[src/rtl/left_circ_shift.sv]
// Registered left rotations by 1, 2 and 8; right rotations added when LEFT_CIRC_SHIFT_ROR_EN is defined.
// Latency 1 cycle, outputs hold while in_valid=0; no backpressure, accepts a word every cycle.
module left_circ_shift #(
    parameter int N = 16
) (
    input  logic         clk,
    input  logic         rst,
    input  logic [N-1:0] in,
    input  logic         in_valid,
    output logic [N-1:0] shiftOneOut,
    output logic [N-1:0] shiftTwoOut,
    output logic [N-1:0] shiftEightOut,
`ifdef LEFT_CIRC_SHIFT_ROR_EN
    output logic [N-1:0] rorOneOut,
    output logic [N-1:0] rorTwoOut,
    output logic [N-1:0] rorEightOut,
`endif
    output logic         out_valid
);

    // Pure wiring permutations; rotate-by-8 needs N >= 9 so both slices are non-empty.
    logic [N-1:0] w_rol1;
    logic [N-1:0] w_rol2;
    logic [N-1:0] w_rol8;

    assign w_rol1 = {in[N-2:0], in[N-1]};
    assign w_rol2 = {in[N-3:0], in[N-1:N-2]};
    assign w_rol8 = {in[N-9:0], in[N-1:N-8]};

    logic [N-1:0] r_rol1;
    logic [N-1:0] r_rol2;
    logic [N-1:0] r_rol8;
    logic         r_vld;

    always_ff @(posedge clk) begin
        if (rst) begin
            r_rol1 <= '0;
            r_rol2 <= '0;
            r_rol8 <= '0;
            r_vld  <= 1'b0;
        end else begin
            r_vld <= in_valid;
            if (in_valid) begin
                r_rol1 <= w_rol1;
                r_rol2 <= w_rol2;
                r_rol8 <= w_rol8;
            end
        end
    end

    assign shiftOneOut   = r_rol1;
    assign shiftTwoOut   = r_rol2;
    assign shiftEightOut = r_rol8;
    assign out_valid     = r_vld;

`ifdef LEFT_CIRC_SHIFT_ROR_EN
    logic [N-1:0] w_ror1;
    logic [N-1:0] w_ror2;
    logic [N-1:0] w_ror8;

    assign w_ror1 = {in[0], in[N-1:1]};
    assign w_ror2 = {in[1:0], in[N-1:2]};
    assign w_ror8 = {in[7:0], in[N-1:8]};

    logic [N-1:0] r_ror1;
    logic [N-1:0] r_ror2;
    logic [N-1:0] r_ror8;

    always_ff @(posedge clk) begin
        if (rst) begin
            r_ror1 <= '0;
            r_ror2 <= '0;
            r_ror8 <= '0;
        end else if (in_valid) begin
            r_ror1 <= w_ror1;
            r_ror2 <= w_ror2;
            r_ror8 <= w_ror8;
        end
    end

    assign rorOneOut   = r_ror1;
    assign rorTwoOut   = r_ror2;
    assign rorEightOut = r_ror8;
`endif

endmodule

[config.mk]
export PLATFORM = sky130hd
export DESIGN_NAME = left_circ_shift
export DESIGN_NICKNAME = d
export VERILOG_FILES = /design/src/rtl/left_circ_shift.sv
export SDC_FILE = /design/constraint.sdc
export NUM_CORES = 1
export LEC_CHECK = 0
export BUFFER_PORTS_ARGS = -buffer_cell sky130_fd_sc_hd__buf_2
export CAP_MARGIN = 20
export CORE_MARGIN = 10
export CORE_UTILIZATION = 41
export CTS_CLUSTER_DIAMETER = 50
export CTS_CLUSTER_SIZE = 10
export DETAILED_ROUTE_END_ITERATION = 8
export PLACE_DENSITY = 0.84
export SETUP_SLACK_MARGIN = 0.2
export SYNTH_ARGS = -nofsm -noshare
export SYNTH_HDL_FRONTEND = slang
export SYNTH_SLANG_ARGS = --single-unit
[constraint.sdc]
create_clock -name clk -period 1.4 [get_ports clk]
set_clock_uncertainty 0.05 [all_clocks]
set_input_delay 0.14 -clock clk [delete_from_list [all_inputs] [get_ports clk]]
set_output_delay 0.14 -clock clk [all_outputs]
set_load 0.05 [all_outputs]
**After elaboration in Yosys (flattened, before gate mapping)**

Cells that the tools add are included.

- Register bits: 49
- Input port bits: 19
- Output and inout port bits: 49
- Word-level logic and storage cells: 4

**Logic depth before layout (Yosys ltp)**

Gate-level depths: netlist (run 1).

- Depth in word-level cells: 0
- Gate-level depth with buffers: 4

**Worst setup path after synthesis (run 1)**

No wires, ideal clock.

- Path kind: reg2out
- Start point: register r_rol1[0], in the netlist shiftOneOut[0]
- End point: output port shiftOneOut[0]
- Data arrival time: 0.932 ns
- Path slack: 0.278 ns
- Stages on the path, launching flop included: 2
- Path buffers: 1
- Cells stage by stage: dfxtp_1 buf_4

RTL lines:

| item | RTL line | RTL |
|---|---|---|
| start, declared | 30 | `logic [N-1:0] r_rol1;` |
| start signal, assigned | 44 | `r_rol1 <= w_rol1;` |
| end, declared | 10 | `output logic [N-1:0] shiftOneOut,` |

No word-level cell between the ends.

==> flow_summary.toml, run 1 <==
[placed_design]
dpl.hpwl_mm = 1.78
place.gp.congestion = 0.690
dpl-instance-area_um2 = 936
numPortBuffers = 67
post-place-ws_ns = 0.371

[global_routing]
grt_antenna_before_repair = 0
gr-usage-all-layers = 0.0979
globalRoute.totalOverflow = 0
grt_first_pass_wirelength_mm = 3.30
grt_max_degree = 18
number_of_global_route_vias_before_repair = 671

[routing]
drt-pass1-iter-count = 4
wl_per_cell_um = 14.6
routed_wl_mm = 2.17
vias_after_detailed_routing = 619
vias_per_cell = 4.18
detail-route-antenna-nets = 0
post-route-drc-count = 0
dr.first_iter.drc_count = 23

[critical_path]
critical_path_fanout_max = 4
startpoint_types = "flop"
worst_ep_arrival_time_ns = 0.95
cp.buffers_inverters = 1
worstSetupPathType = "reg -> out"
slowest_stage_delay_cp_ns = 0.38
timing.critical_path.slowest_stage_cell = "sky130_fd_sc_hd__dfxtp_1"
worst-endpoint-required_ns = 1.21
cp_endpoint_kind = "output pin"
cp_top_family = "flip-flops"
cp_cell_sequence = "buf_2"

[clock_tree]
cts_made_buffers = 3
clk_transition_reported_paths_ns = 0.09
tritoncts_num_sinks = 17
clock_insertion_delay_worst_skew_ns = 0.28
cts-htree-levels = 1
post-cts-setup-buffer-count = 0
clock_tree.buffer_depth = 2
cts_tree = "built"
cts_root_buf = "sky130_fd_sc_hd__clkbuf_4"

[pwr]
pwr_density_cell_nw_per_um2 = 1290
max-vdd-ir-drop_mv = 0.555
power.leakage_nw = 0.599

[synthesis]
dominantRegCellSynth = "sky130_fd_sc_hd__dfxtp_1"
mappedNetlistNets = 105
synth_cell_type_count = 8
seq_area_frac_synth = 0.401
yosys.cell_count.top_type = "sky130_fd_sc_hd__buf_4"
ys_ff_latch = 17
synth-edff-count = 0
synth_top_cell_area_share = 0.401
async_flop_share = 0
synthTopCellsByCount = "32 x sky130_fd_sc_hd__buf_4, 17 x sky130_fd_sc_hd__dfxtp_1, 16 x sky130_fd_sc_hd__mux2i_1, 16 x sky130_fd_sc_hd__nor2_1, 2 x sky130_fd_sc_hd__buf_2"
post-synth-top-area-cell = "sky130_fd_sc_hd__dfxtp_1"
mappedNetlistArea_um2 = 848
postSynthAreaPerCell_um2 = 9.86
largest_cells_by_area_after_synthesis = "sky130_fd_sc_hd__dfxtp_1 40%, sky130_fd_sc_hd__buf_4 28%, sky130_fd_sc_hd__mux2i_1 19%, sky130_fd_sc_hd__nor2_1 7.1%, sky130_fd_sc_hd__buf_12 2.4%"
syn_inst = 86
yosys_warnings = 0

[timing]
postLayoutSetupSlackWorst_ns = 0.261
setup_tns_ns = 0
final_hold_violation_count = 0
slew_violations = 0
worst_pin_slew_ns = 0.486
post-route-period-util = 0.814
period_needed_ns = 1.14
grt_setup_unrepaired = "no"
timing.final.setup_violations = 0
maxClockFrequency_mhz = 878
worst_rel_slew_slack = 0.676

[layout]
drive_gt1_frac = 0.579
layout-area-overhead-vs-synth_pct = 13.7
layout.cell_area.non_filler_um2 = 965
finalNetCount = 141
antenna-diode-count = 0

[floorplanning]
die-area_um2 = 4290
floorplan.io_pins = 68
num_rows = 16
die_width_um = 65.5
start_util = 0.432
core-area_um2 = 1960
height_of_the_die_um = 65.5

[job]
cap_viol_max_count = 0

[hold_path]
min_path_type = "in -> reg"

[status]
run_status = "complete, no violations"
## cell type report
cell class	count	area, µm²
sequential	17	340
fill	201	997
timing repair buffer	67	338
multi-input combinational	33	226
clock buffer	4	26.3
tap	27	33.8
## power by group
group          internal, mW  switching, mW
combinational        0.0993          0.363
clock                 0.110          0.139
sequential            0.512         0.0228
## layout by cell type (no fill, tap or decap)
master and count:
sky130_fd_sc_hd__buf_2 66, sky130_fd_sc_hd__clkbuf_1 1, sky130_fd_sc_hd__clkbuf_4 4, sky130_fd_sc_hd__dfxtp_1 17, sky130_fd_sc_hd__mux2i_1 16, sky130_fd_sc_hd__nor2_1 16, sky130_fd_sc_hd__nor2b_1 1
## logic make-up after synthesis
group | share of synthesized area
buffers and inverters | 0.332
DFF | 0.401
and+or+nand+nor | 0.0782
muxes | 0.189
## final timing paths
kind	start	to	slack [ns]	cells after the start
worst max-delay path	shiftOneOut[1]$_SDFFE_PP0P_	shiftEightOut[8]	0.26	1
worst min-delay path	in[1]	shiftOneOut[2]$_SDFFE_PP0P_	0.04	3
worst max register to register	shiftOneOut[11]$_SDFFE_PP0P_	shiftOneOut[11]$_SDFFE_PP0P_	0.70	2
worst min register to register	shiftOneOut[10]$_SDFFE_PP0P_	shiftOneOut[10]$_SDFFE_PP0P_	0.49	2
## sequential cells by signal (all words and copies together), names as in the netlist
register,cells
out_valid,1
shiftOneOut,15
shiftTwoOut,1
## repair_timing
| item | 4_1_cts | 5_1_grt |
|---|---|---|
| hold buffers | 0 | 0 |
| setup endpoints to repair | 0 | 1 |
| resized for setup | 0 | 1 |
## layer usage
metal | vias to the layer above | GRT usage | routed length [µm]
met5 | - | 0 | 0
met4 | 0 | 0.0642 | 34
met3 | 2 | 0.0322 | 150
met2 | 20 | 0.198 | 1310
met1 | 287 | 0.0761 | 671
li1 | 310 | - | -
## per-stage QoR
stage	total power [mW]	std cells	util	hold WS, ns
final	1.25	148	0.492	0.0417
after global routing	1.31	148	0.492	0.0353
after CTS	1.27	148	0.490	0.0328
after detailed placement	1.01	144	0.477	0.336
after global placement	1.01	144	0.477	0.324
after floorplan	0.978	86	-	0.237
Power figures use the tool's default switching activity.
==> run 2: changes to the inputs <==
--- a/config.mk
+++ b/config.mk
@@ -5,14 +5,15 @@
 export SDC_FILE = /design/constraint.sdc
 export NUM_CORES = 1
 export LEC_CHECK = 0
+export ABC_AREA = 1
 export BUFFER_PORTS_ARGS = -buffer_cell sky130_fd_sc_hd__buf_2
 export CAP_MARGIN = 20
 export CORE_MARGIN = 10
-export CORE_UTILIZATION = 41
+export CORE_UTILIZATION = 37
 export CTS_CLUSTER_DIAMETER = 50
 export CTS_CLUSTER_SIZE = 10
 export DETAILED_ROUTE_END_ITERATION = 8
-export PLACE_DENSITY = 0.84
+export PLACE_DENSITY = 0.75
 export SETUP_SLACK_MARGIN = 0.2
 export SYNTH_ARGS = -nofsm -noshare
 export SYNTH_HDL_FRONTEND = slang
==> constraint.sdc (replaced) <==
create_clock -name clk -period 1 [get_ports clk]
set_clock_uncertainty 0.05 [all_clocks]
set_input_delay 0.1 -clock clk [delete_from_list [all_inputs] [get_ports clk]]
set_output_delay 0.1 -clock clk [all_outputs]
set_load 0.05 [all_outputs]
==> run 2 against run 1 <==
Effect of this change: count of clock-buffer cells in the layout fell by 1; highest routed layer unchanged; critical endpoint is now shiftTwoOut[4]; worst hold slack got worse by 0.0030 ns; register-to-register slack lost 0.40 ns; total power up 79%; via count up 32%; sequential cell count unchanged; critical path depth unchanged.
==> flow_summary.toml, run 2 <==
[pwr]
max-vdd-ir-drop_mv = 0.838
post-layout-total-power_mw = 2.23
power.leakage_nw = 0.849
pwr_density_cell_nw_per_um2 = 1350

[synthesis]
mappedNetlistArea_um2 = 1010
async_flop_share = 0
largest_cells_by_area_after_synthesis = "sky130_fd_sc_hd__dfxtp_1 34%, sky130_fd_sc_hd__buf_4 25%, sky130_fd_sc_hd__nor2_1 8.6%, sky130_fd_sc_hd__nand2_1 8.2%, sky130_fd_sc_hd__inv_1 6.3%"
seq_area_frac_synth = 0.338
dominantRegCellSynth = "sky130_fd_sc_hd__dfxtp_1"
syn_inst = 137
synth_top_cell_area_share = 0.338
post-synth-top-area-cell = "sky130_fd_sc_hd__dfxtp_1"
yosys.cell_count.top_type = "sky130_fd_sc_hd__buf_4"
synthTopCellsByCount = "33 x sky130_fd_sc_hd__buf_4, 23 x sky130_fd_sc_hd__nor2_1, 22 x sky130_fd_sc_hd__nand2_1"
mappedNetlistNets = 156
postSynthAreaPerCell_um2 = 7.35
ys_ff_latch = 17
synth_cell_type_count = 11
yosys_warnings = 0
synth-edff-count = 0

[hold_path]
hold_path_startpoint = "in[13]"
worstHoldEndpoint = "shiftOneOut[14]$_SDFFE_PP0P_"
min_path_type = "in -> reg"
whs_path_depth = 5

[timing]
slew_violations = 0
grt_setup_unrepaired = "yes"
worst_rel_slew_slack = 0.817
maxClockFrequency_mhz = 1000
fin_hold_ws_ns = 0.0387
period_needed_ns = 0.999
worst_pin_slew_ns = 0.273
final_hold_violation_count = 0
timing.final.setup_violations = 0
post-route-period-util = 0.999
setup_tns_ns = 0

[critical_path]
worst-endpoint-required_ns = 0.85
critical_path_stages = 1
worst_r2r_path_depth = 2
worstSetupPathType = "reg -> out"
worst_ep_arrival_time_ns = 0.85
cp_endpoint_kind = "output pin"
startpoint_types = "flop"
critical_path_fanout_max = 4
timing.critical_path.slowest_stage_cell = "sky130_fd_sc_hd__dfxtp_4"
crit-reg2reg-capture = "shiftOneOut[4]$_SDFFE_PP0P_"
cp_top_family = "flip-flops"
slowest_stage_delay_cp_ns = 0.40
cp_cell_sequence = "buf_8"
cp.buffers_inverters = 1
register_to_register_setup_slack_ns = 0.30
critical_path.reg2reg.startpoint = "shiftOneOut[4]$_SDFFE_PP0P_"

[layout]
instances_no_fill = 203
layout_commonest_cell = "sky130_fd_sc_hd__buf_8"
layout.cells.most_common_list = "41 x sky130_fd_sc_hd__buf_8, 23 x sky130_fd_sc_hd__nor2_1, 22 x sky130_fd_sc_hd__nand2_1"
finalNetCount = 193
layout.cell_area.non_filler_um2 = 1650
largest_register_ffs = 15
drive_gt1_frac = 0.636
layout-area-overhead-vs-synth_pct = 64.2
antenna-diode-count = 0

[job]
cap_viol_max_count = 0

[floorplanning]
die_width_um = 72.2
height_of_the_die_um = 72.2
die-area_um2 = 5210
num_rows = 18
core-area_um2 = 2540
start_util = 0.396
floorplan.io_pins = 68

[placed_design]
dpl-instance-area_um2 = 1150
numPortBuffers = 67
place.gp.congestion = 0.694
placed_cells_incl_taps = 198
dpl.hpwl_mm = 1.89

[clock_tree]
cts_made_buffers = 3
cts_root_buf = "sky130_fd_sc_hd__clkbuf_4"
clk_transition_reported_paths_ns = 0.10
post-cts-setup-buffer-count = 0
cts_tree = "built"
cts-htree-levels = 1
tritoncts_num_sinks = 17
clock_insertion_delay_worst_skew_ns = 0.29
clock_tree.buffer_depth = 2

[global_routing]
globalRoute.totalOverflow = 0
grt_antenna_before_repair = 0
number_of_global_route_vias_before_repair = 828
grt_first_pass_wirelength_mm = 4.00
gr-usage-all-layers = 0.0941
grt_max_degree = 34

[routing]
post-route-drc-count = 0
detail-route-antenna-nets = 0
wl_per_cell_um = 13.5
vias_per_cell = 4.03
drt-pass1-iter-count = 4
routed_wl_mm = 2.74
dr.first_iter.drc_count = 18
vias_after_detailed_routing = 819

[status]
run_status = "complete, no violations"
[run 2: worst max path at each step]
stage	endpoint	slack (ns)	from
global route	shiftEightOut[13]	-0.03	shiftOneOut[6]$_SDFFE_PP0P_
finish	shiftTwoOut[4]	0.001	shiftOneOut[3]$_SDFFE_PP0P_
floorplan	shiftOneOut[0]	0.20	shiftOneOut[0]$_SDFFE_PP0P_
detailed placement	shiftOneOut[6]$_SDFFE_PP0P_	0.25	rst
global placement	shiftOneOut[9]$_SDFFE_PP0P_	0.25	in_valid
CTS	shiftOneOut[13]	-0.004	shiftOneOut[13]$_SDFFE_PP0P_
[run 2: kinds of logic (layout without fill, tap and decap cells)]
logic type	after synthesis	count (layout)	share of synthesized area
simple gates	65	65	0.292
buf+inv	55	91	0.370
flops	17	17	0.338
[run 2: metal layers]
layer  routed length, µm  GRT usage  share of wire  vias up
met5                   0          0              0        -
met2                1620      0.182           0.59       28
met4                  34     0.0516          0.012        0
met3                 223     0.0340          0.082        2
met1                 854     0.0809           0.31      361
li1                    -          -              -      428
[run 2: final cells by class]
cell class	instances	area [µm²]
clock buffers	3	22.5
clock inverters	1	5.00
fillers	225	891
inverters	18	67.6
multi-input cells	65	294
flip-flops and latches	17	402
well taps	30	37.5
repair buffers	69	826
[run 2: through the flow]
stage / setup WS, ns / util
2_1_floorplan: 0.199 / -
3_3_place_gp: 0.251 / 0.454
3_5_place_dp: 0.248 / 0.454
4_1_cts: -0.00388 / 0.603
5_1_grt: -0.0340 / 0.650
6_report: 0.000969 / 0.650
[run 2: report_power, final]
part,internal [mW],switching [mW],total (mW)
registers,0.715,0.0898,0.805
logic,0.414,0.635,1.05
clock network,0.149,0.226,0.375
total,1.28,0.952,2.23
[run 2: repair_timing]
action | CTS | global route
resized for setup | 108 | 32
hold buffers | 1 | 0
gates cloned | 0 | 0
hold endpoints to repair | 1 | 0
setup endpoints to repair | 49 | 49
